--- src/rtl/i2c_byte_wr_ctrl.sv ---
// Write-data stage of the I2C master byte layer: pops bytes from the write FIFO,
// serialises them MSB-first into bit commands and collects the slave ACK per byte.
module i2c_byte_wr_ctrl #(
  parameter int LEN_W = 24
) (
  input  logic             clock,
  input  logic             rst_n,
  input  logic             exec_wr,
  input  logic [LEN_W-1:0] exec_wr_len,
  output logic             exec_wr_finish,
  output logic             exec_wr_nack,
  output logic [LEN_W-1:0] bytes_done,
  output logic             wfifo_rd_en,
  input  logic [7:0]       wfifo_data,
  input  logic             wfifo_empty,
  output logic             tras_cmd_vld,
  output logic [2:0]       tras_cmd,
  input  logic             tras_cmd_ready,
  input  logic             rx_bit_vld,
  input  logic             rx_bit
);

  localparam logic [2:0] CMD_IDLE = 3'd0;
  localparam logic [2:0] CMD_1    = 3'd2;
  localparam logic [2:0] CMD_0    = 3'd3;

  typedef enum logic [2:0] {
    ST_IDLE     = 3'd0,
    ST_FETCH    = 3'd1,
    ST_LOAD     = 3'd2,
    ST_SEND     = 3'd3,
    ST_ACK_CMD  = 3'd4,
    ST_ACK_WAIT = 3'd5,
    ST_DONE     = 3'd6
  } state_t;

  state_t           state_r;
  state_t           state_nxt_s;
  logic             exec_wr_d_r;
  logic [LEN_W-1:0] len_r;
  logic [LEN_W-1:0] bytes_done_r;
  logic [LEN_W-1:0] bytes_inc_s;
  logic             nack_r;
  logic [7:0]       shreg_r;
  logic [2:0]       bit_cnt_r;

  logic start_s;
  logic abort_s;
  logic load_s;
  logic shift_s;
  logic ack_ok_s;
  logic nack_s;

  assign start_s     = (state_r == ST_IDLE) && exec_wr && !exec_wr_d_r;
  assign bytes_inc_s = bytes_done_r + {{(LEN_W-1){1'b0}}, 1'b1};

  // Next-state decode, per-state outputs and datapath enables.
  always_comb begin
    state_nxt_s    = state_r;
    abort_s        = 1'b0;
    load_s         = 1'b0;
    shift_s        = 1'b0;
    ack_ok_s       = 1'b0;
    nack_s         = 1'b0;
    wfifo_rd_en    = 1'b0;
    tras_cmd_vld   = 1'b0;
    tras_cmd       = CMD_IDLE;
    exec_wr_finish = 1'b0;
    case (state_r)
      ST_IDLE: begin
        if (start_s) begin
          state_nxt_s = (exec_wr_len == {LEN_W{1'b0}}) ? ST_DONE : ST_FETCH;
        end else begin
          state_nxt_s = ST_IDLE;
        end
      end
      ST_FETCH: begin
        wfifo_rd_en = !wfifo_empty;
        if (!exec_wr) begin
          abort_s     = 1'b1;
          state_nxt_s = ST_IDLE;
        end else if (!wfifo_empty) begin
          state_nxt_s = ST_LOAD;
        end else begin
          state_nxt_s = ST_FETCH;
        end
      end
      ST_LOAD: begin
        if (!exec_wr) begin
          abort_s     = 1'b1;
          state_nxt_s = ST_IDLE;
        end else begin
          load_s      = 1'b1;
          state_nxt_s = ST_SEND;
        end
      end
      ST_SEND: begin
        tras_cmd_vld = 1'b1;
        tras_cmd     = shreg_r[7] ? CMD_1 : CMD_0;
        if (!exec_wr) begin
          abort_s     = 1'b1;
          state_nxt_s = ST_IDLE;
        end else if (tras_cmd_ready && (bit_cnt_r == 3'd0)) begin
          state_nxt_s = ST_ACK_CMD;
        end else if (tras_cmd_ready) begin
          shift_s = 1'b1;
        end else begin
          state_nxt_s = ST_SEND;
        end
      end
      ST_ACK_CMD: begin
        // A released SDA during the ACK slot is a plain CMD_1.
        tras_cmd_vld = 1'b1;
        tras_cmd     = CMD_1;
        if (!exec_wr) begin
          abort_s     = 1'b1;
          state_nxt_s = ST_IDLE;
        end else if (tras_cmd_ready) begin
          state_nxt_s = ST_ACK_WAIT;
        end else begin
          state_nxt_s = ST_ACK_CMD;
        end
      end
      ST_ACK_WAIT: begin
        if (!exec_wr) begin
          abort_s     = 1'b1;
          state_nxt_s = ST_IDLE;
        end else if (rx_bit_vld && rx_bit) begin
          nack_s      = 1'b1;
          state_nxt_s = ST_DONE;
        end else if (rx_bit_vld) begin
          ack_ok_s    = 1'b1;
          state_nxt_s = (bytes_inc_s == len_r) ? ST_DONE : ST_FETCH;
        end else begin
          state_nxt_s = ST_ACK_WAIT;
        end
      end
      ST_DONE: begin
        exec_wr_finish = 1'b1;
        state_nxt_s    = ST_IDLE;
      end
      default: begin
        state_nxt_s = ST_IDLE;
      end
    endcase
  end

  // State register and burst datapath.
  always_ff @(posedge clock) begin
    if (!rst_n) begin
      state_r      <= ST_IDLE;
      exec_wr_d_r  <= 1'b0;
      len_r        <= {LEN_W{1'b0}};
      bytes_done_r <= {LEN_W{1'b0}};
      nack_r       <= 1'b0;
      shreg_r      <= 8'h00;
      bit_cnt_r    <= 3'd0;
    end else begin
      state_r     <= state_nxt_s;
      exec_wr_d_r <= exec_wr;
      if (start_s) begin
        len_r        <= exec_wr_len;
        bytes_done_r <= {LEN_W{1'b0}};
        nack_r       <= 1'b0;
      end else if (ack_ok_s) begin
        bytes_done_r <= bytes_inc_s;
      end else if (nack_s) begin
        nack_r <= 1'b1;
      end
      if (load_s) begin
        shreg_r   <= wfifo_data;
        bit_cnt_r <= 3'd7;
      end else if (shift_s) begin
        shreg_r   <= {shreg_r[6:0], 1'b0};
        bit_cnt_r <= bit_cnt_r - 3'd1;
      end
    end
  end

  assign bytes_done   = bytes_done_r;
  assign exec_wr_nack = nack_r;

endmodule

--- config.mk ---
export PLATFORM = sky130hd
export DESIGN_NAME = i2c_byte_wr_ctrl
export DESIGN_NICKNAME = d
export VERILOG_FILES = /design/src/rtl/i2c_byte_wr_ctrl.sv
export SDC_FILE = /design/constraint.sdc
export NUM_CORES = 1
export LEC_CHECK = 0
export BUFFER_PORTS_ARGS = -buffer_cell sky130_fd_sc_hd__buf_2
export CAP_MARGIN = 20
export CORE_AREA = 5 5 104 106
export DETAILED_ROUTE_END_ITERATION = 8
export DIE_AREA = 0 0 109 111
export HOLD_SLACK_MARGIN = 0.15
export PLACE_DENSITY = 0.68
export SETUP_SLACK_MARGIN = 0.4
export SYNTH_ARGS = -nofsm -noshare
export SYNTH_HDL_FRONTEND = slang
export SYNTH_SLANG_ARGS = --single-unit
--- constraint.sdc ---
create_clock -name clock -period 4 [get_ports clock]
set_input_delay 0.2 -clock clock [delete_from_list [all_inputs] [get_ports clock]]
set_output_delay 0.2 -clock clock [all_outputs]
set_load 0.03 [all_outputs]
# Word-level counts from Yosys, hierarchy flattened

Index checks and enable logic that the tools add are counted.

Bits in registers: 64
Input port bits: 39
Output and inout bits: 31
Logic and storage cells: 69

Add/subtract/negate cells: 2
Eq/ne operators: 8
Multiplexer cells: 37
Bitwise logic cells: 2
Reduce and logical (&&, ||, !) cells: 13

Operator list:

| operator                | count |
|---|---|
| $mux W3                 | 12 |
| $add A24 B1 Y24 const B | 1 |
| $eq A24 B24 Y1          | 1 |
| $logic_not A24 Y1       | 1 |
| $mux W1                 | 18 |
| $pmux W3 S6             | 1 |
| $mux W8                 | 2 |
| $eq A3 B3 Y1 const B    | 3 |
| $eq A3 B2 Y1 const B    | 2 |
| $logic_not A3 Y1        | 2 |
| $mux W2                 | 3 |
| $logic_and A1 B1 Y1     | 4 |
| $ne A4 B4 Y1 const B    | 1 |
| $pmux W2 S2             | 1 |
| $reduce_or A2 Y1        | 2 |
| $eq A3 B1 Y1 const B    | 1 |
| $sub A3 B1 Y3 const B   | 1 |
| $logic_not A1 Y1        | 2 |
| $not A1 Y1              | 2 |
| $reduce_and A2 Y1       | 1 |
| $reduce_bool A2 Y1      | 1 |

# Depth between registers and ports, before layout

Gate-level depths: netlist of run 1.

Depth in word-level cells: 7
Depth in mapped cells: 9
Mapped depth without buffers: 9

# Least setup slack after synthesis of run 1

No wires, ideal clock.

Path type: register to register
Start point: reg bytes_done_r[0] (netlist: bytes_done[0])
End point: reg state_r[0]
Setup time: 0.115 ns
Arrival: 2.900 ns
Required time: 3.885 ns
Path slack: 0.985 ns
Stages on the path, launching flop included: 9
Buffers on the path: 0
Period minus slack after synthesis: 3.015 ns
Path through: dfxtp_1 > ha_1 > nand4_4 > or4_2 > xnor2_1 > nor4_1 > nand4_1 > a2111o_1 > a21o_2

Cells in the longest elaborated chain, start to end: 7

Ends and longest elaborated chain:

| item                     | line | RTL |
|---|---|---|
| start: declaration       | 41   | `logic [LEN_W-1:0] bytes_done_r;` |
| start signal: assignment | 154  | `bytes_done_r <= {LEN_W{1'b0}};` |
| start signal: assignment | 163  | `bytes_done_r <= {LEN_W{1'b0}};` |
| start signal: assignment | 166  | `bytes_done_r <= bytes_inc_s;` |
| $add A24 B1 Y24          | 55   | `assign bytes_inc_s = bytes_done_r + {{(LEN_W-1){1'b0}}, 1'b1};` |
| $eq A24 B24 Y1           | 133  | `state_nxt_s = (bytes_inc_s == len_r) ? ST_DONE : ST_FETCH;` |
| $mux W3                  | 133  |  |
| $mux W3                  | 131  | `end else if (rx_bit_vld) begin` |
| $mux W3                  | 128  | `end else if (rx_bit_vld && rx_bit) begin` |
| $mux W3                  | 125  | `if (!exec_wr) begin` |
| $pmux W3 S6              | 69   | `case (state_r)` |
| end signal: assignment   | 159  | `state_r <= state_nxt_s;` |
| end: declaration         | 37   | `state_t state_r;` |

Every way passes these cells.
A chain may end at the register's enable or synchronous reset.

# Final worst setup path of run 1

Same ends and word-level chain as after synthesis.

==> out/summary.json, run 1 <==
{
  "run_status": {"value": "finished, final reports clean"},
  "worstPathRequired": {"value": 4.26, "unit": "ns"},
  "worst_ep_arrival_time": {"value": 3.30, "unit": "ns"},
  "grt_pass1_wl": {"value": 17500, "unit": "um"},
  "hold_class": {"value": "input pin to flip-flop"},
  "syn2layout_area_growth": {"value": 25.3, "unit": "%"},
  "synth_top_area_cell": {"value": "dfxtp_1"},
  "final.fill_count": {"value": 930},
  "post_drt_via_cell_ratio": {"value": 5.24},
  "worst-r2r-cell-count": {"value": 8},
  "core_region_area": {"value": 0.00968, "unit": "mm^2"},
  "gr-usage-all-layers": {"value": 18.2, "unit": "%"},
  "globalRouteOverflowTotal": {"value": 0},
  "synth_flop_cell": {"value": "dfxtp_1"},
  "ys_top_cells_by_area": {"value": "dfxtp_1 35%, nand2_1 8.8%, xnor2_1 6.9%, a21boi_0 6.1%, nor2_1 4.1%"},
  "netSwitchingFraction": {"value": 27.0, "unit": "%"},
  "cp_cell_sequence": {"value": "ha_1 > nand4_4 > or4_2 > xnor2_1 > nor4_1 > nand4_1 > a2111o_1 > a21o_2"},
  "cts-resized-gates": {"value": 0},
  "die_width": {"value": 109, "unit": "um"},
  "wl_per_cell": {"value": 14.9, "unit": "um"},
  "place.gp.congestion": {"value": 0.932},
  "post_cts_buffers": {"value": 0},
  "finalHoldViolations": {"value": 0},
  "finalSetupViolCount": {"value": 0},
  "postRouteWirelength": {"value": 10400, "unit": "um"},
  "num-nets-final": {"value": 601},
  "cts-root-to-sink-buffers": {"value": 2},
  "worst_path_dominant_cell_family": {"value": "simple AND/OR/NAND/NOR gates"},
  "timing.hold.worst_endpoint": {"value": "shreg_r[1]"},
  "crit_path_end_kind": {"value": "flip-flop"},
  "path_buf_inv": {"value": 0},
  "number_of_cells_produced_by_synthesis": {"value": 473},
  "cts.sinks": {"value": 64},
  "worst_setup_path_start_kind": {"value": "flip-flop"},
  "grt_start_max_net_pins": {"value": 40},
  "mostFrequentLayoutCell": {"value": "nand2_1"},
  "ff2ff_setup_slack": {"value": 0.96, "unit": "ns"},
  "ctsHtreeMaxLevel": {"value": 3},
  "antenna_violating_nets_post_route": {"value": 0},
  "power.density_cell_area": {"value": 301, "unit": "mW/mm^2"},
  "synthesis.yosys.warnings": {"value": 0},
  "synth-edff-count": {"value": 0},
  "wl_met2": {"value": 5150, "unit": "um"},
  "route.vias.total": {"value": 3651},
  "number_of_synthesized_register_bits": {"value": 64},
  "tritoncts": {"value": "yes"},
  "yosys_cell_types": {"value": 59},
  "final_period_utilization": {"value": 75.9, "unit": "%"},
  "placementRows": {"value": 36},
  "cap_violations": {"value": 0},
  "wl_met3": {"value": 527, "unit": "um"},
  "clock_insertion_delay_worst_skew": {"value": 0.36, "unit": "ns"},
  "post_detailed_placement_half_perimeter_wirelength": {"value": 7410, "unit": "um"},
  "synth.cell_area": {"value": 0.00369, "unit": "mm^2"},
  "cpMaxStageDelayCell": {"value": "or4_2"},
  "r2r-end": {"value": "state_r[0]"},
  "initial_utilization": {"value": 38.1, "unit": "%"},
  "top_level_ports": {"value": 70},
  "critical_path.reg2reg.startpoint": {"value": "bytes_done[0]"},
  "clock_power_share": {"value": 40.9, "unit": "%"},
  "peakVddDrop": {"value": 0.188, "unit": "mV"},
  "netSwitchingPower": {"value": 375, "unit": "uW"},
  "timing.hold.ws": {"value": 0.171, "unit": "ns"},
  "syn-mean-instance-area": {"value": 7.80, "unit": "um^2"},
  "synth_top_area_share": {"value": 34.7, "unit": "%"},
  "cp_slowest_stage_delay": {"value": 0.73, "unit": "ns"},
  "syn_nets": {"value": 515},
  "clock_tree.root_cell": {"value": "clkbuf_8"},
  "worst_skew": {"value": 0.00643, "unit": "ns"},
  "timing.final.crit_period": {"value": 3.04, "unit": "ns"},
  "drc_errors": {"value": 0},
  "drtIter0Drc": {"value": 146},
  "diodes": {"value": 0},
  "path_clk_slew": {"value": 0.08, "unit": "ns"},
  "slew_headroom": {"value": 39.0, "unit": "%"},
  "min_delay_path_depth": {"value": 3},
  "ys_async_sr_fraction": {"value": 0, "unit": "%"},
  "maxUsedRoutingLayer": {"value": "met4"},
  "combPwrFrac": {"value": 10.9, "unit": "%"},
  "cts-hold-fix-buffers": {"value": 33},
  "setup_total_negative_slack": {"value": 0, "unit": "ns"},
  "layout-drive-gt1-share": {"value": 18.4, "unit": "%"},
  "port_buffers": {"value": 68},
  "p_seq_share": {"value": 48.2, "unit": "%"},
  "initial_drt_pass_iterations": {"value": 4},
  "max_clock_freq": {"value": 0.329, "unit": "GHz"},
  "classification_of_the_worst_setup_path": {"value": "flip-flop to flip-flop"},
  "min-delay-start": {"value": "wfifo_data[1]"},
  "numCtsBuffers": {"value": 9},
  "leakage": {"value": 1.73, "unit": "nW"},
  "first_global_vias": {"value": 3550},
  "die-area": {"value": 0.0121, "unit": "mm^2"},
  "grt_setup_unrepaired": {"value": "no"},
  "chipHeight": {"value": 111, "unit": "um"},
  "maximum_fanout_along_the_worst_path": {"value": 8},
  "maxSlewViolCount": {"value": 0},
  "post_synthesis_sequential_area_ratio": {"value": 34.7, "unit": "%"},
  "most-common-layout-cells": {"value": "86 x nand2_1, 68 x buf_2, 64 x dfxtp_1"},
  "wl_met1": {"value": 4450, "unit": "um"},
  "antenna_violations_before_repair": {"value": 0},
  "timing_worst_slew_pin_value": {"value": 0.913, "unit": "ns"},
  "internal_power": {"value": 1.02, "unit": "mW"}
}
-- power groups by stage --
stage | sequential, mW | combinational [mW] | clock [mW]
after floorplan | 0.678 | 0.0834 | 0
after global placement | 0.684 | 0.122 | 0
after detailed placement | 0.685 | 0.125 | 0
after CTS | 0.670 | 0.151 | 0.583
after global routing | 0.673 | 0.169 | 0.610
final | 0.671 | 0.152 | 0.568
-- cell usage after synthesis (2+ instances only) --
| cell | n |
|---|---|
| inv_1 | 9 |
| nor3_1 | 16 |
| ha_1 | 3 |
| clkbuf_2 | 2 |
| or3_1 | 7 |
| dfxtp_1 | 64 |
| nand3_1 | 18 |
| nor2_1 | 40 |
| o21ai_0 | 14 |
| o2111ai_1 | 3 |
| nand2b_1 | 3 |
| a211o_1 | 2 |
| nand2_1 | 86 |
| or3_2 | 2 |
| nor4_2 | 2 |
| buf_2 | 4 |
| and2_1 | 3 |
| and3_1 | 4 |
| o31ai_1 | 2 |
| nand4_1 | 7 |
| a21oi_1 | 15 |
| or4_1 | 2 |
| o22ai_1 | 2 |
| nor2b_1 | 5 |
| clkbuf_1 | 21 |
| a22oi_1 | 7 |
| a21boi_0 | 30 |
| mux2i_1 | 2 |
| buf_4 | 2 |
| nor4_1 | 13 |
| xnor2_1 | 29 |
| xor2_1 | 13 |
| or2_2 | 2 |
| nor3b_1 | 5 |
| o21a_1 | 9 |
| nand4_4 | 2 |
-- through the flow --
step	setup slack, ns	utilization (%)	cells	cell area, um^2	power (mW)
2_1_floorplan	0.985	-	473	3690	0.761
3_3_place_gp	1.05	42.3	648	4100	0.806
3_5_place_dp	0.989	42.3	648	4100	0.811
4_1_cts	0.970	47.7	697	4620	1.40
5_1_grt	0.778	47.7	697	4620	1.45
6_report	0.963	47.7	697	4620	1.39
-- final cells by class --
class                           count  area, um^2  area share [%]
Clock buffer                        9         124            2.68
Clock inverter                      7        72.6            1.57
Inverter                            9        33.8           0.731
Timing Repair Buffer              105         701            15.2
Sequential cell                    64        1280            27.7
Multi-Input combinational cell    370        2240            48.6
Tap cell                          133         166            3.60
-- worst register-to-register path: stages, from the launching register on --
cell      delay (ns)
dfxtp_1         0.46
ha_1            0.38
nand4_4         0.18
or4_2           0.73
xnor2_1         0.15
nor4_1          0.28
nand4_1         0.13
a2111o_1        0.42
a21o_2          0.21
-- state kept, by name (all words and copies together) (netlist names) --
register	count
bytes_done	24
len_r	24
shreg_r	8
bit_cnt_r	3
state_r	3
exec_wr_d_r	1
exec_wr_nack	1
-- cell families after synthesis --
group,share of synthesized area [%]
muxes,0.848
buffers and inverters,4.58
adders and majority gates,1.02
AOI/OAI and AO/OA,18.1
DFF,34.7
other,0.102
xor gates and xnor gates,9.97
and+or+nand+nor,30.7
-- how the worst max path moves through the flow --
stage | start | end | cells after the start
6_report | bytes_done[0] | state_r[0] | 8
5_1_grt | bytes_done[0] | state_r[1] | 8
4_1_cts | bytes_done[0] | state_r[0] | 8
3_5_place_dp | bytes_done[0] | state_r[0] | 8
3_3_place_gp | bytes_done[0] | state_r[0] | 8
2_1_floorplan | bytes_done[0] | state_r[0] | 8
-- metal layers --
metal  GRT usage, %  vias to the layer above
met4           8.25                        0
li1               -                     1825
met5              0                        -
met3           3.73                       20
met1           22.4                     1705
met2           30.3                      101
(Power assumes the default switching activity.)
==> inputs of run 2 (changes only) <==
--- a/config.mk
+++ b/config.mk
@@ -5,13 +5,14 @@
 export SDC_FILE = /design/constraint.sdc
 export NUM_CORES = 1
 export LEC_CHECK = 0
+export ABC_AREA = 1
 export BUFFER_PORTS_ARGS = -buffer_cell sky130_fd_sc_hd__buf_2
 export CAP_MARGIN = 20
-export CORE_AREA = 5 5 104 106
+export CORE_AREA = 5 5 106 108
 export DETAILED_ROUTE_END_ITERATION = 8
-export DIE_AREA = 0 0 109 111
+export DIE_AREA = 0 0 111 113
 export HOLD_SLACK_MARGIN = 0.15
-export PLACE_DENSITY = 0.68
+export PLACE_DENSITY = 0.7
 export SETUP_SLACK_MARGIN = 0.4
 export SYNTH_ARGS = -nofsm -noshare
 export SYNTH_HDL_FRONTEND = slang
==> constraint.sdc (replaced) <==
create_clock -name clock -period 2.7 [get_ports clock]
set_input_delay 0.135 -clock clock [delete_from_list [all_inputs] [get_ports clock]]
set_output_delay 0.135 -clock clock [all_outputs]
set_load 0.03 [all_outputs]
==> run 2 against run 1 <==
Clock power increased by 69%. Fmax increased by 45%. Combinational power increased by 68%. Design area increased by 5.5%. Die area increased by 3.7%. Hold slack got worse by 0.0027 ns. Global-route usage decreased by 0.55 points. Non-clock buffer count increased by 1. First-iteration DRC count increased by 26%.
==> out/summary.json, run 2 <==
{
  "timing_worst_slew_pin_value": {"value": 0.578, "unit": "ns", "change": "-0.335 ns"},
  "worst_setup_path_start_kind": {"value": "flip-flop"},
  "ys_async_sr_fraction": {"value": 0, "unit": "%", "change": "unchanged"},
  "timing.final.crit_period": {"value": 2.10, "unit": "ns", "change": "-0.940 ns"},
  "peakVddDrop": {"value": 0.268, "unit": "mV", "change": "+42%"},
  "worst_path_dominant_cell_family": {"value": "simple AND/OR/NAND/NOR gates"},
  "synth_top_area_share": {"value": 33.5, "unit": "%", "change": "-1.3 points"},
  "worst-path-stages": {"value": 15, "change": "+7"},
  "grt_pass1_wl": {"value": 18400, "unit": "um", "change": "+5.1%"},
  "post_cts_buffers": {"value": 0, "change": "unchanged"},
  "power.density_cell_area": {"value": 455, "unit": "mW/mm^2", "change": "+51%"},
  "ctsHtreeMaxLevel": {"value": 3, "change": "unchanged"},
  "number_of_synthesized_register_bits": {"value": 64, "change": "unchanged"},
  "yosys_cell_types": {"value": 37, "change": "-37%"},
  "ys_top_cells_by_area": {"value": "dfxtp_1 33%, nand2_1 15%, inv_1 8.4%, nand3_1 7.5%, o21ai_0 5.5%"},
  "initial_drt_pass_iterations": {"value": 5, "change": "+1"},
  "post_drt_via_cell_ratio": {"value": 4.97, "change": "-5.1%"},
  "mostFrequentLayoutCell": {"value": "nand2_1"},
  "finalHoldViolations": {"value": 0, "change": "unchanged"},
  "numCtsBuffers": {"value": 9, "change": "unchanged"},
  "utilization": {"value": 48.1, "unit": "%", "change": "+0.39 points"},
  "cp_slowest_stage_delay": {"value": 0.38, "unit": "ns", "change": "-0.35 ns"},
  "diodes": {"value": 0, "change": "unchanged"},
  "grt_setup_unrepaired": {"value": "yes"},
  "critical_path.reg2reg.startpoint": {"value": "bytes_done[1]"},
  "post_synthesis_sequential_area_ratio": {"value": 33.5, "unit": "%", "change": "-1.3 points"},
  "antenna_violations_before_repair": {"value": 0, "change": "unchanged"},
  "antenna_violating_nets_post_route": {"value": 0, "change": "unchanged"},
  "cpMaxStageDelayCell": {"value": "dfxtp_2"},
  "cts.sinks": {"value": 64, "change": "unchanged"},
  "die-area": {"value": 0.0125, "unit": "mm^2", "change": "+3.7%"},
  "yosys-top-cells-count": {"value": "148 x nand2_1, 86 x inv_1, 64 x dfxtp_1"},
  "maximum_fanout_along_the_worst_path": {"value": 5, "change": "-3"},
  "setup_total_negative_slack": {"value": 0, "unit": "ns", "change": "unchanged"},
  "clock_tree.root_cell": {"value": "clkbuf_8"},
  "path_clk_slew": {"value": 0.08, "unit": "ns", "change": "about the same"},
  "clock_insertion_delay_worst_skew": {"value": 0.35, "unit": "ns", "change": "about the same"},
  "timing.critical_path.mode_cell": {"value": "nand2_1"},
  "drtIter0Drc": {"value": 184, "change": "+26%"},
  "layout-drive-gt1-share": {"value": 18.5, "unit": "%", "change": "+0.11 points"},
  "port_buffers": {"value": 68, "change": "unchanged"},
  "classification_of_the_worst_setup_path": {"value": "flip-flop to flip-flop"},
  "syn2layout_area_growth": {"value": 27.5, "unit": "%"},
  "slew_headroom": {"value": 61.3, "unit": "%", "change": "+22 points"},
  "num-nets-final": {"value": 738, "change": "+23%"},
  "placementRows": {"value": 37, "change": "+2.8%"},
  "yosysMostFrequentCell": {"value": "nand2_1"},
  "globalRouteOverflowTotal": {"value": 0, "change": "unchanged"},
  "hold_class": {"value": "input pin to flip-flop"},
  "syn-mean-instance-area": {"value": 6.39, "unit": "um^2", "change": "-18%"},
  "timing.critical_path.from": {"value": "bytes_done[1]"},
  "crit_path_end_kind": {"value": "flip-flop"},
  "wl_per_cell": {"value": 13.4, "unit": "um", "change": "-10%"},
  "worst_skew": {"value": 0.00875, "unit": "ns", "change": "+0.00233 ns"},
  "cp_cell_sequence": {"value": "ha_2 > nand2_2 > nor2_4 > nand2_1 > nor2_4 > nand3_1 > nand3_1 > nand2_1 > nor2_1 > nand2_1 > nor2_2 > nand3_1 > nand2_1 > nand2_1 > a21oi_2"},
  "most-common-layout-cells": {"value": "148 x nand2_1, 84 x inv_1, 68 x buf_2"},
  "first_global_vias": {"value": 3924, "change": "+11%"},
  "die_width": {"value": 111, "unit": "um", "change": "+1.8%"},
  "run_status": {"value": "finished, final reports clean"},
  "number_of_cells_produced_by_synthesis": {"value": 599, "change": "+27%"},
  "synthesis.yosys.warnings": {"value": 0, "change": "unchanged"},
  "top_level_ports": {"value": 70, "change": "unchanged"},
  "tritoncts": {"value": "yes"},
  "min-delay-start": {"value": "rx_bit_vld"},
  "endpoint": {"value": "state_r[1]"},
  "postRouteWirelength": {"value": 11200, "unit": "um", "change": "+7.5%"},
  "synth_flop_cell": {"value": "dfxtp_1"},
  "synth-edff-count": {"value": 0, "change": "unchanged"},
  "drc_errors": {"value": 0, "change": "unchanged"},
  "post_detailed_placement_half_perimeter_wirelength": {"value": 8140, "unit": "um", "change": "+9.8%"},
  "path_buf_inv": {"value": 0, "change": "unchanged"},
  "grt_start_max_net_pins": {"value": 30, "change": "-25%"},
  "initial_utilization": {"value": 37.8, "unit": "%", "change": "-0.34 points"},
  "syn_nets": {"value": 641, "change": "+24%"},
  "cts-root-to-sink-buffers": {"value": 2, "change": "unchanged"},
  "ff2ff_setup_slack": {"value": 0.60, "unit": "ns", "change": "-0.36 ns"},
  "gr-usage-all-layers": {"value": 17.7, "unit": "%", "change": "-0.55 points"},
  "finalSetupViolCount": {"value": 0, "change": "unchanged"},
  "worst-r2r-cell-count": {"value": 15, "change": "+7"},
  "route.vias.total": {"value": 4162, "change": "+14%"},
  "synth.cell_area": {"value": 0.00383, "unit": "mm^2", "change": "+3.8%"},
  "leakage": {"value": 2.27, "unit": "nW", "change": "+31%"},
  "place.gp.congestion": {"value": 0.871, "change": "-6.6%"},
  "worstPathRequired": {"value": 2.98, "unit": "ns", "change": "-1.28 ns"},
  "chipHeight": {"value": 113, "unit": "um", "change": "+1.8%"},
  "maxSlewViolCount": {"value": 0, "change": "unchanged"},
  "synth_top_area_cell": {"value": "dfxtp_1"},
  "r2r-end": {"value": "state_r[1]"},
  "worst_ep_arrival_time": {"value": 2.38, "unit": "ns", "change": "-0.92 ns"},
  "final_period_utilization": {"value": 77.7, "unit": "%", "change": "+1.8 points"},
  "min_delay_path_depth": {"value": 4, "change": "+1"},
  "max_clock_freq": {"value": 0.477, "unit": "GHz", "change": "+45%"},
  "report.power.total": {"value": 2.22, "unit": "mW", "change": "+60%"},
  "core_region_area": {"value": 0.0101, "unit": "mm^2", "change": "+4.7%"},
  "final.fill_count": {"value": 1010, "change": "+8.6%"},
  "cap_violations": {"value": 0, "change": "unchanged"}
}
run 2: cell count changes after synthesis, sizes merged, moves of 27 or more:
cell / before / now
inv: 9 / 90
nand2: 86 / 157
nand3: 18 / 59
a21boi: 30 / 0
o21ai: 14 / 44
xnor2: 29 / 2
run 2: worst min-delay path by stage:
stage                       to
finish              state_r[2]
global route        state_r[2]
CTS                 state_r[2]
detailed placement    len_r[0]
global placement      len_r[0]
floorplan             len_r[0]
run 2: power by group:
part,internal [mW],switching [mW],total (mW),leakage [nW]
clock network,0.548,0.414,0.962,0.109
registers,0.979,0.0263,1.01,0.523
logic,0.111,0.143,0.255,1.64
run 2: cell type report:
cell class	count	area, um^2	area share, %
Sequential cell	64	1290	26.4
Clock inverter	6	92.6	1.90
Inverter	90	345	7.08
Timing Repair inverter	1	5.00	0.103
Multi-Input combinational cell	424	2130	43.7
Clock buffer	10	138	2.82
Timing Repair Buffer	106	711	14.6
Tap cell	136	170	3.49
run 2: kinds of logic (layout without fill, tap and decap cells):
| kind of cell | count (synthesis) | count (layout) | synth area share (%) |
|---|---|---|---|
| and+or+nand+nor | 307 | 307 | 37.5 |
| buffers and inverters | 111 | 213 | 11.2 |
| AOI/OAI and AO/OA | 105 | 105 | 14.9 |
| DFF | 64 | 64 | 33.5 |
| xor gates and xnor gates | 8 | 8 | 1.83 |
| adders and majority gates | 3 | 3 | 0.981 |
| other | 1 | 1 | 0.0980 |
run 2: metrics by stage:
stage	std cells	setup WS, ns	hold WS (ns)	cell area, um^2
2_1_floorplan	599	0.564	0.270	3830
4_1_cts	836	0.494	0.162	4850
3_3_place_gp	786	0.598	0.380	4280
5_1_grt	837	0.357	0.197	4880
3_5_place_dp	786	0.537	0.382	4280
6_report	837	0.603	0.168	4880
run 2: layer usage:
layer  vias to the layer above  global-route usage [%]  share of wire (%)
met5                         -                       0                  0
met3                        25                    3.90                6.3
met2                       146                    29.0                 46
met4                         0                    6.57                2.6
met1                      1867                    22.9                 45
li1                       2124                       -                  -
run 2: repair_timing:
action,in CTS,in global routing
hold endpoints to repair,33,0
hold buffers,34,0
setup endpoints to repair,0,9
gates resized for setup,0,10
run 2: worst register-to-register path, delay by kind of cell (launching register included):
family | cells | cell delay [ns]
adder cells (fa/ha/maj) | 1 | 0.21
AO/OA/AOI/OAI | 1 | 0.12
AND/OR/NAND/NOR | 13 | 1.32
flip-flops | 1 | 0.38
==> inputs of run 3 (changes only) <==
--- a/config.mk
+++ b/config.mk
@@ -5,14 +5,14 @@
 export SDC_FILE = /design/constraint.sdc
 export NUM_CORES = 1
 export LEC_CHECK = 0
-export ABC_AREA = 1
+export ABC_AREA = 0
 export BUFFER_PORTS_ARGS = -buffer_cell sky130_fd_sc_hd__buf_2
 export CAP_MARGIN = 20
-export CORE_AREA = 5 5 106 108
+export CORE_AREA = 5 5 104 106
 export DETAILED_ROUTE_END_ITERATION = 8
-export DIE_AREA = 0 0 111 113
+export DIE_AREA = 0 0 109 111
 export HOLD_SLACK_MARGIN = 0.15
-export PLACE_DENSITY = 0.7
+export PLACE_DENSITY = 0.68
 export SETUP_SLACK_MARGIN = 0.4
 export SYNTH_ARGS = -nofsm -noshare
 export SYNTH_HDL_FRONTEND = slang
==> constraint.sdc (replaced) <==
create_clock -name clock -period 2.14 [get_ports clock]
set_input_delay 0.107 -clock clock [delete_from_list [all_inputs] [get_ports clock]]
set_output_delay 0.107 -clock clock [all_outputs]
set_load 0.03 [all_outputs]
==> run 3 against run 2 <==
The flow now finishes with violations (negative setup slack). Die area down 3.5%. Via count up 1.4%. Fmax down 18%. First-iteration DRC count up 49%. Sequential share of layout area down 3.8 points.
==> out/summary.json, run 3 (synthesized netlist as in run 1, its figures left out) <==
{
  "run_status": {"value": "finished, violations left"},
  "failed_checks": {"value": "negative setup slack"},
  "numCtsBuffers": {"value": 9, "change": "unchanged"},
  "slew_headroom": {"value": 60.4, "unit": "%", "change": "-0.90 points"},
  "place.gp.congestion": {"value": 0.856, "change": "-1.7%"},
  "timing_worst_slew_pin_value": {"value": 0.590, "unit": "ns", "change": "+0.0118 ns"},
  "internal_power": {"value": 1.84, "unit": "mW", "change": "+13%"},
  "grt_pass1_wl": {"value": 19600, "unit": "um", "change": "+6.5%"},
  "syn2layout_area_growth": {"value": 59.0, "unit": "%"},
  "core_region_area": {"value": 0.00968, "unit": "mm^2", "change": "-4.5%"},
  "leakage": {"value": 2.34, "unit": "nW", "change": "+2.9%"},
  "antenna_violations_before_repair": {"value": 0, "change": "unchanged"},
  "initial_utilization": {"value": 38.1, "unit": "%", "change": "+0.34 points"},
  "postRouteWirelength": {"value": 13100, "unit": "um", "change": "+17%"},
  "power.density_cell_area": {"value": 435, "unit": "mW/mm^2", "change": "-4.4%"},
  "num-nets-final": {"value": 691, "change": "-6.4%"},
  "timing.hold.worst_endpoint": {"value": "state_r[2]"},
  "port_buffers": {"value": 68, "change": "unchanged"},
  "die-area": {"value": 0.0121, "unit": "mm^2", "change": "-3.5%"},
  "first_global_vias": {"value": 4062, "change": "+3.5%"},
  "wl_per_cell": {"value": 16.7, "unit": "um", "change": "+25%"},
  "max_clock_freq": {"value": 0.390, "unit": "GHz", "change": "-18%"},
  "drc_errors": {"value": 0, "change": "unchanged"},
  "peakVddDrop": {"value": 0.327, "unit": "mV", "change": "+22%"},
  "die_width": {"value": 109, "unit": "um", "change": "-1.8%"},
  "stdcell_count": {"value": 787, "change": "-6.0%"},
  "netSwitchingFraction": {"value": 27.7, "unit": "%", "change": "+1.5 points"},
  "clock_power_share": {"value": 34.9, "unit": "%", "change": "-8.4 points"},
  "initial_drt_pass_iterations": {"value": 5, "change": "unchanged"},
  "ctsHtreeMaxLevel": {"value": 3, "change": "unchanged"},
  "chipHeight": {"value": 111, "unit": "um", "change": "-1.8%"},
  "worst-r2r-cell-count": {"value": 7, "change": "-8"},
  "route.vias.total": {"value": 4221, "change": "+1.4%"},
  "min_delay_path_depth": {"value": 3, "change": "-1"},
  "p_seq_share": {"value": 48.6, "unit": "%", "change": "+3.3 points"},
  "worstPathRequired": {"value": 2.40, "unit": "ns", "change": "-0.58 ns"},
  "cap_violations": {"value": 0, "change": "unchanged"},
  "grt_start_max_net_pins": {"value": 24, "change": "-20%"},
  "timing.final.crit_period": {"value": 2.56, "unit": "ns", "change": "+0.465 ns"},
  "timing.hold.ws": {"value": 0.179, "unit": "ns", "change": "+0.0113 ns"},
  "maximum_fanout_along_the_worst_path": {"value": 7, "change": "+2"},
  "numPlacedInstances": {"value": 708, "change": "-9.9%"},
  "min-delay-start": {"value": "rx_bit"},
  "finalHoldViolations": {"value": 0, "change": "unchanged"},
  "top_level_ports": {"value": 70, "change": "unchanged"},
  "post_detailed_placement_half_perimeter_wirelength": {"value": 8430, "unit": "um", "change": "+3.5%"},
  "hold_class": {"value": "input pin to flip-flop"},
  "worst_ep_arrival_time": {"value": 2.83, "unit": "ns", "change": "+0.45 ns"},
  "post_drt_via_cell_ratio": {"value": 5.36, "change": "+7.9%"},
  "final_period_utilization": {"value": 120, "unit": "%", "change": "+42 points"},
  "crit_path_end_kind": {"value": "flip-flop"},
  "finalSetupViolCount": {"value": 3, "change": "+3"},
  "drtIter0Drc": {"value": 275, "change": "+49%"},
  "grt_setup_unrepaired": {"value": "yes"},
  "mostFrequentLayoutCell": {"value": "buf_4"},
  "fin_ws": {"value": -0.422, "unit": "ns", "change": "-1.03 ns"},
  "dp_worst_setup_slack": {"value": -0.249, "unit": "ns", "change": "-0.786 ns"},
  "maxSlewViolCount": {"value": 0, "change": "unchanged"},
  "cts-root-to-sink-buffers": {"value": 2, "change": "unchanged"},
  "critical_path.reg2reg.startpoint": {"value": "bytes_done[8]"},
  "layout-drive-gt1-share": {"value": 40.8, "unit": "%", "change": "+22 points"},
  "antenna_violating_nets_post_route": {"value": 0, "change": "unchanged"},
  "placementRows": {"value": 36, "change": "-2.7%"},
  "gr-usage-all-layers": {"value": 20.1, "unit": "%", "change": "+2.4 points"},
  "path_clk_slew": {"value": 0.07, "unit": "ns", "change": "about the same"},
  "worst_skew": {"value": 0.00520, "unit": "ns", "change": "-0.00355 ns"},
  "r2r-end": {"value": "state_r[1]"},
  "clock_tree.root_cell": {"value": "clkbuf_8"},
  "worst_setup_path_start_kind": {"value": "flip-flop"},
  "most-common-layout-cells": {"value": "72 x buf_4, 70 x nand2_1, 68 x buf_2"},
  "classification_of_the_worst_setup_path": {"value": "flip-flop to flip-flop"},
  "netSwitchingPower": {"value": 709, "unit": "uW", "change": "+21%"},
  "tritoncts": {"value": "yes"},
  "cts.sinks": {"value": 64, "change": "unchanged"},
  "ff2ff_setup_slack": {"value": -0.42, "unit": "ns", "change": "-1.03 ns"},
  "clock_insertion_delay_worst_skew": {"value": 0.35, "unit": "ns", "change": "about the same"},
  "diodes": {"value": 0, "change": "unchanged"},
  "globalRouteOverflowTotal": {"value": 0, "change": "unchanged"},
  "combPwrFrac": {"value": 16.5, "unit": "%", "change": "+5.0 points"}
}
[run 3: power by group through the flow]
stage / registers, mW / clock network [mW] / logic, mW
2_1_floorplan: 1.26 / 0 / 0.159
3_3_place_gp: 1.27 / 0 / 0.249
3_5_place_dp: 1.27 / 0 / 0.255
4_1_cts: 1.24 / 0.900 / 0.340
5_1_grt: 1.24 / 0.955 / 0.450
6_report: 1.24 / 0.890 / 0.422
[run 3: layout make-up]
cell class                 count  area, um^2
clock buffer                  12         135
clock inverter                 4        21.3
fill                         809        3820
inverter                       9        33.8
multi-input combinational    370        2650
sequential                    64        1330
tap                          133         166
timing repair buffer         195        1540
[run 3: worst max path at each step]
stage / startpoint / to / slack, ns / cells past startpoint
6_report: bytes_done[8] / state_r[1] / -0.42 / 7
3_3_place_gp: bytes_done[1] / state_r[0] / -0.17 / 8
4_1_cts: bytes_done[1] / state_r[1] / -0.24 / 8
2_1_floorplan: bytes_done[8] / state_r[0] / -0.30 / 9
5_1_grt: bytes_done[10] / state_r[1] / -0.42 / 7
3_5_place_dp: bytes_done[1] / state_r[1] / -0.25 / 8
[run 3: critical path, stage by stage, from the launching register on]
cell	delay, ns
dfxtp_4	0.36
nand4_4	0.19
nor4_2	0.62
nor2_1	0.13
o21ai_0	0.31
o2111ai_1	0.21
a2111o_1	0.44
a211oi_2	0.23
[run 3: layer usage]
| layer | wire length, um | up-vias | track usage (%) |
|---|---|---|---|
| met4 | 421 | 0 | 6.06 |
| met3 | 779 | 39 | 4.54 |
| met2 | 6680 | 144 | 35.1 |
| met1 | 5250 | 2030 | 24.1 |
| li1 | - | 2008 | - |
| met5 | 0 | - | 0 |
[run 3: stage by stage]
step	total power [mW]	TNS [ns]	cell area (um^2)	util [%]
floorplan	1.42	-0.760	3800	-
global placement	1.52	-0.379	4620	47.7
detailed placement	1.52	-0.665	4620	47.7
CTS	2.48	-0.654	5350	55.2
global route	2.65	-1.21	5860	60.6
finish	2.55	-1.19	5860	60.6
[run 3: repair_timing]
item	CTS	global route
resized for setup	27	97
setup endpoints to repair	28	53
buffers inserted	5	19
hold buffers	35	0
pin swaps	7	42
endpoints found under the hold margin	35	0
cloned	2	2
